==> src/rtl/xor_unit_arbiter.sv <==
// xor_unit_arbiter: one XOR unit shared round-robin by NREQ requesters,
// with a LAT-cycle busy window and a response held until accepted.
module xor_unit_arbiter #(
  parameter int NREQ  = 4,
  parameter int WIDTH = 8,
  parameter int LAT   = 2,
  parameter int CNTW  = 16
) (
  input  logic                      clk,
  input  logic                      rst_n,
  input  logic                      flush,
  input  logic [NREQ-1:0]           req_valid,
  input  logic [NREQ*WIDTH-1:0]     req_a,
  input  logic [NREQ*WIDTH-1:0]     req_b,
  output logic [NREQ-1:0]           req_ready,
  output logic                      rsp_valid,
  output logic [$clog2(NREQ)-1:0]   rsp_id,
  output logic [WIDTH-1:0]          rsp_d,
  input  logic                      rsp_ready,
  output logic                      busy,
  output logic [CNTW-1:0]           txn_count
);
  localparam int IW = $clog2(NREQ);
  localparam int CW = (LAT > 1) ? $clog2(LAT) : 1;

  localparam logic [1:0] IDLE = 2'd0;
  localparam logic [1:0] BUSY = 2'd1;
  localparam logic [1:0] RESP = 2'd2;

  localparam logic [IW:0]   NQ       = (IW+1)'(NREQ);
  localparam logic [IW-1:0] LASTID   = IW'(NREQ-1);
  localparam logic [CW-1:0] CNT_LOAD = CW'(LAT-1);

  logic [1:0]       state;
  logic [IW-1:0]    ptr;
  logic [IW-1:0]    win;
  logic [CW-1:0]    cnt;
  logic [NREQ-1:0]  grant;
  logic [WIDTH-1:0] win_d;
  logic [IW:0]      idx;
  logic             found;
  logic             accept;

  // Search ptr, ptr+1, ... modulo NREQ for the first valid requester.
  always_comb begin
    grant = '0;
    win   = '0;
    found = 1'b0;
    idx   = '0;
    for (int k = 0; k < NREQ; k++) begin
      idx = {1'b0, ptr} + (IW+1)'(k);
      if (idx >= NQ) idx = idx - NQ;
      if (!found && req_valid[idx[IW-1:0]]) begin
        found = 1'b1;
        win   = idx[IW-1:0];
      end
    end
    if (found) grant[win] = 1'b1;
  end

  always_comb begin
    win_d = '0;
    for (int i = 0; i < NREQ; i++) begin
      if (IW'(i) == win)
        win_d = req_a[i*WIDTH +: WIDTH] ^ req_b[i*WIDTH +: WIDTH];
    end
  end

  assign req_ready = (rst_n && state == IDLE && !flush) ? grant : '0;
  assign accept    = |(req_valid & req_ready);

  always_ff @(posedge clk or negedge rst_n) begin
    if (!rst_n) begin
      state     <= IDLE;
      ptr       <= '0;
      cnt       <= '0;
      rsp_valid <= 1'b0;
      rsp_id    <= '0;
      rsp_d     <= '0;
      busy      <= 1'b0;
      txn_count <= '0;
    end else if (flush) begin
      state     <= IDLE;
      rsp_valid <= 1'b0;
      cnt       <= '0;
      busy      <= 1'b0;
    end else begin
      unique case (1'b1)
        state == IDLE: begin
          if (accept) begin
            rsp_id <= win;
            rsp_d  <= win_d;
            ptr    <= (win == LASTID) ? '0 : win + 1'b1;
            cnt    <= CNT_LOAD;
            state  <= BUSY;
            busy   <= 1'b1;
          end
        end
        state == BUSY: begin
          if (cnt == '0) begin
            state     <= RESP;
            rsp_valid <= 1'b1;
          end else begin
            cnt <= cnt - 1'b1;
          end
        end
        state == RESP: begin
          if (rsp_ready) begin
            state     <= IDLE;
            rsp_valid <= 1'b0;
            busy      <= 1'b0;
            if (txn_count != '1)
              txn_count <= txn_count + 1'b1;
          end
        end
        default: begin
          state     <= IDLE;
          rsp_valid <= 1'b0;
          busy      <= 1'b0;
        end
      endcase
    end
  end

endmodule
==> config.mk <==
export PLATFORM = sky130hd
export DESIGN_NAME = xor_unit_arbiter
export DESIGN_NICKNAME = d
export VERILOG_FILES = /design/src/rtl/xor_unit_arbiter.sv
export SDC_FILE = /design/constraint.sdc
export NUM_CORES = 1
export LEC_CHECK = 0
export ABC_AREA = 0
export ABC_CLOCK_PERIOD_IN_PS = 3780
export BUFFER_PORTS_ARGS = -buffer_cell sky130_fd_sc_hd__buf_2
export CORE_MARGIN = 1.5
export CORE_UTILIZATION = 46
export DETAILED_ROUTE_END_ITERATION = 8
export GPL_TIMING_DRIVEN = 0
export PLACE_DENSITY_LB_ADDON = 0.15
export SLEW_MARGIN = 20
export SYNTH_ARGS = -nofsm -noshare
export SYNTH_HDL_FRONTEND = slang
export SYNTH_SLANG_ARGS = --single-unit
==> constraint.sdc <==
create_clock -name clk -period 3.78 [get_ports clk]
set_input_delay 0.756 -clock clk [delete_from_list [all_inputs] [get_ports clk]]
set_output_delay 0.756 -clock clk [all_outputs]
set_load 0.02 [all_outputs]
# Word level (Yosys, flattened, before mapping)

Index checks and enable logic that the tools add are counted.

Output and inout port bits: 32
Input port bits: 72
Register bits after elaboration: 33

$add $sub $neg: 10
$lt $le $gt $ge: 10
Bitwise gates (word level): 6
Equal/unequal tests: 12
Reductions and logical operators: 20
Muxes and demuxes: 44

Operator list:

| operator              | count |
|---|---|
| $mux 8                | 4 |
| $xor 8x8->8           | 4 |
| $mux 2                | 13 |
| $add 16x1->16 const B | 1 |
| $mux 1                | 16 |
| $ne 16x16->1 const B  | 1 |
| $lt 2x3->1 const B    | 5 |
| $reduce_and 3->1      | 4 |
| $ge 3x3->1 const B    | 3 |
| $ne 3x3->1 const B    | 3 |
| $bmux 1 s2            | 4 |
| $mux 4                | 2 |
| $sub 2x1->2 const B   | 4 |
| $add 2x2->3 const B   | 2 |
| $logic_and 1x1->1     | 6 |
| $pmux 1 s3            | 2 |
| $pmux 2 s3            | 1 |
| $and 4x4->4           | 1 |
| $eq 2x2->1 const A    | 2 |
| $eq 2x2->1 const B    | 2 |
| $logic_not 1->1       | 4 |
| $logic_not 2->1       | 2 |
| $ne 2x2->1 const B    | 2 |
| $reduce_and 4->1      | 1 |
| other kinds (13)      | 13 |

# Longest topological paths before layout

Depth after elaboration: 25
Depth in mapped cells: 11
Mapped depth without buffers: 9

# Least setup slack after synthesis

No wires, ideal clock.

Path kind: input -> output
Start point: in req_valid[3]
End point: out req_ready[3]
Stages: 6
Path slack: 837 ps
Data arrival time: 2,187 ps
Cells stage by stage: nand2_1 -> and3_1 -> a311oi_1 -> ha_1 -> clkbuf_1 -> and2_1

Longest elaborated chain between the ends: 18

Ends and longest elaborated chain:

| item                                                           | line | RTL |
|---|---|---|
| start, declared                                                | 12   | `input logic [NREQ-1:0] req_valid,` |
| $bmux 1 s2                                                     | 53   | `if (!found && req_valid[idx[IW-1:0]]) begin` |
| $mux 1 (implied by the code)                                   | 53   |  |
| $mux 1                                                         | 53   |  |
| $logic_not 1->1                                                | 53   |  |
| $logic_and 1x1->1                                              | 53   |  |
| $mux 1                                                         | 53   |  |
| $logic_not 1->1                                                | 53   |  |
| $logic_and 1x1->1                                              | 53   |  |
| [... 3 more ...]                                               | n/a  |  |
| $mux 2 *                                                       | 53   |  |
| named net win[0]                                               | 36   | `logic [IW-1:0] win;` |
| $lt 2x3->1 (implied by the code) or $ge 2x1->1 (tied branches) | 58   | `if (found) grant[win] = 1'b1;` |
| $logic_and 1x1->1 (implied by the code)                        | 58   |  |
| $mux 1 (implied by the code)                                   | 58   |  |
| $demux 1 s2 *                                                  | 58   |  |
| $mux 4 *                                                       | 58   |  |
| $mux 4 *                                                       | 69   | `assign req_ready = (rst_n && state == IDLE && !flush) ? grant : '0;` |
| end, declared                                                  | 15   | `output logic [NREQ-1:0] req_ready,` |

The timed path passes the listed nets; every way through them passes the cells marked *. The select of a mux whose other input is x is not followed.

# Worst setup path after layout

Same ends and word-level chain as after synthesis.

==> summary.md <==
| Metric | Value |
|---|---|
| Status | finished clean |
| Post-CTS Hold Buffers | 0 |
| Slew HR | 52.0% |
| Worst EP arrival | 2.72 ns |
| Num rows | 24 |
| Die area | 0.00506 sq mm |
| RSZ-0062 raised after global routing | false |
| Initial antenna violation count | 0 |
| Setup-failing EPs final | 0 |
| First-pass GRT wire length | 8140 microns |
| Crit path max fanout | 10 |
| Final Total Pwr | 1390 uW |
| Gr busiest metal | met2 |
| PwrDens | 497 mW/mm^2 |
| Dpl hpwl | 3930 microns |
| Final Hold Viols | 0 |
| Post-route setup TNS | 0 ns |
| Synth Instances | 201 |
| Wire length per cell | 13.8 microns |
| Routed WL | 5010 microns |
| Post-Syn Nets | 278 |
| Die W | 71.1 microns |
| 1st-iter DRT viols | 49 |
| Clock transition at path regs | 0.07 ns |
| CP Capture Type | output port |
| Placed cell count | 356 |
| All-Layer GR Usage | 19.9% |
| Clock latency on the worst-skew pair | 0.28 ns |
| Worst path most repeated cell | buf_2 |
| Vias/cell | 5.25 |
| H-tree depth | 2 |
| Crit path time final | 3.48 ns |
| Max_cap viols | 0 |
| IO Port Bufs | 103 |
| Hold Path End | rsp_d[6] |
| Syn Std Cell Area | 0.00214 sq mm |
| Slew Viols, Final | 0 |
| CTS tree | done |
| Met3 Use GR | 4.42% |
| FF-to-FF Start | ptr[1] |
| Worst reg-to-reg path cell count | 10 |
| CP startpoint kind | input pin |
| Worst-Margin Slew | 0.719 ns |
| Share of the synthesized area in the top cell type | 38.7% |
| Grt met2 use | 36.0% |
| Netlist cell types | 43 |
| EDFF count, synth | 0 |
| Critical Path, Cell by Cell | buf_2 > nand2_1 > and3_1 > a311oi_1 > ha_1 > clkbuf_1 > and2_1 > buf_2 |
| Slowest-stage cell, CP | a311oi_1 |
| Routability-driven placement congestion ratio | 0.740 |
| Skew final | 0.00925 ns |
| Peak Freq | 288 MHz |
| Top post-synthesis cells by area | dfrtp_1 39%, xnor2_1 10%, xor2_1 9.0% |
| Cts repair resizes | 0 |
| Cell with the most instances after synthesis | dfrtp_1 |
| Gr ovfl total | 0 |
| Drt pass-1 iters | 4 |
| Core ar. | 0.00441 sq mm |
| Initial core utilization | 48.4% |
| Clock sinks | 33 |
| Worst reg-to-reg setup slack | 0.69 ns |
| Total Nets Final | 388 |
| N_diodes | 0 |
| Finished Layout Cells | 364 |
| Die span in y | 71.1 microns |
| CP required | 3.02 ns |
| Vias in the first global route | 1859 |
| Hold Crit Depth | 1 |
| Maximum number of pins on one net before global-route repair | 35 |
| Met1 Use GR | 23.7% |
| Mean Syn Cell Area | 10.6 sq um |
| Crit path kind | input pin to output port |
| Pleak | 0.00141 uW |
| Synthesis Warnings | 0 |
| Layout cells sized above 1 | 39.4% |
| Fin crit share | 92.0% |
| Max incr delay on CP | 0.58 ns |
| Peak supply drop | 0.000262 V |
| Root Buffer | clkbuf_8 |
| Sequential share of the synthesized area | 38.7% |
| Worst hold path startpoint | rsp_d[6] |
| Hold Crit Class | register to register |
| Seq cells post-synth | 33 |
| Cell taking the most area after synthesis | dfrtp_1 |
| Via Count | 1910 |
| Cts bufs inserted | 5 |
| Ys flop type | dfrtp_1 |
| Top-Level Pins | 104 |
| Reg-to-Reg End | rsp_d[7] |
| Synth top cells by count | 33 x dfrtp_1, 25 x xnor2_1, 22 x xor2_1, 18 x a221oi_1, 9 x nor2_1 |
| Clock Tree Buf Depth | 2 |
| Post-CTS setup buffers | 0 |
| Antenna-violating nets left | 0 |
| Post-route DRC | 0 |
| Post-synth ARST share | 100% |
| Layout area overhead | 31.2% |
-- stage by stage --
step	hold WS (ns)	area (sq um)	util, %	worst slack (ns)
floorplan	0.460	2140	-	0.837
global placement	0.473	2720	61.5	0.359
detailed placement	0.481	2720	61.5	0.311
CTS	0.497	2800	63.5	0.298
global route	0.511	2800	63.5	0.108
finish	0.493	2800	63.5	0.302
-- cells by family after synthesis --
family,share of synthesized area (%)
and+or+nand+nor,15.8
xor gates and xnor gates,19.3
DFF,38.7
AOI/OAI and AO/OA,12.1
buffers and inverters,2.99
muxes,8.32
adders and majority gates,2.93
-- state kept, by name (all words and copies together), names as in the netlist --
| name | count |
|---|---|
| txn_count | 16 |
| rsp_d | 8 |
| ptr | 2 |
| rsp_id | 2 |
| state | 2 |
| busy | 1 |
| cnt | 1 |
| rsp_valid | 1 |
-- cell usage in the layout (no fill, tap or decap), drive strengths merged --
cell type | netlist | routed
xor2 | 22 | 22
nor4b | 1 | 1
o21ai | 3 | 3
o41ai | 1 | 1
o22a | 1 | 1
ha | 5 | 5
and4 | 1 | 1
nor4 | 3 | 3
o2111ai | 1 | 1
or4b | 1 | 1
nand2 | 7 | 7
and2 | 5 | 5
mux2 | 12 | 12
nand4bb | 1 | 1
a311oi | 1 | 1
nor2b | 2 | 2
inv | 8 | 8
a22oi | 2 | 2
o2bb2ai | 1 | 1
clkbuf | 5 | 10
xnor2 | 25 | 25
nor4bb | 1 | 1
a221oi | 18 | 18
mux2i | 2 | 2
dfrtp | 33 | 33
clkinvlp | 0 | 1
a21oi | 3 | 3
nand3 | 6 | 6
and3 | 1 | 1
nor2 | 9 | 9
clkinv | 0 | 2
buf | 2 | 105
or4 | 1 | 1
nor3b | 1 | 1
nor3 | 3 | 3
nand2b | 3 | 3
nand4 | 8 | 8
or2 | 2 | 2
-- metal layers --
| layer | up-vias | share of wire [%] |
|---|---|---|
| met5 | - | 0 |
| li1 | 953 | - |
| met3 | 8 | 6.8 |
| met1 | 876 | 43 |
| met2 | 73 | 49 |
| met4 | 0 | 1.4 |
-- power by group --
group	switching, uW	internal [uW]
combinational	354	295
clock	128	127
sequential	55.3	433
total	537	855
-- final cells by class --
type	instances	area, sq um
clock inverter	3	17.5
clock buffer	5	68.8
sequential	33	826
timing repair buffer	103	515
fill	393	1610
tap	52	65.1
buffer	7	33.8
inverter	8	30.0
multi-input combinational	153	1250
-- worst max-delay path: cells and delay by family --
kind / cells / cell delay, ns
fa+ha+maj: 1 / 0.31
compound gates: 1 / 0.58
buf+inv: 3 / 0.66
simple gates: 3 / 0.41
-- worst max-delay path by stage --
stage | start | endpoint | cells after the start
floorplan | req_valid[3] | req_ready[3] | 6
finish | req_valid[3] | req_ready[3] | 8
CTS | req_valid[3] | req_ready[3] | 8
detailed placement | req_valid[3] | req_ready[3] | 8
global route | ptr[1] | req_ready[3] | 7
global placement | req_valid[3] | req_ready[3] | 8
Power figures use the tool's default switching activity.
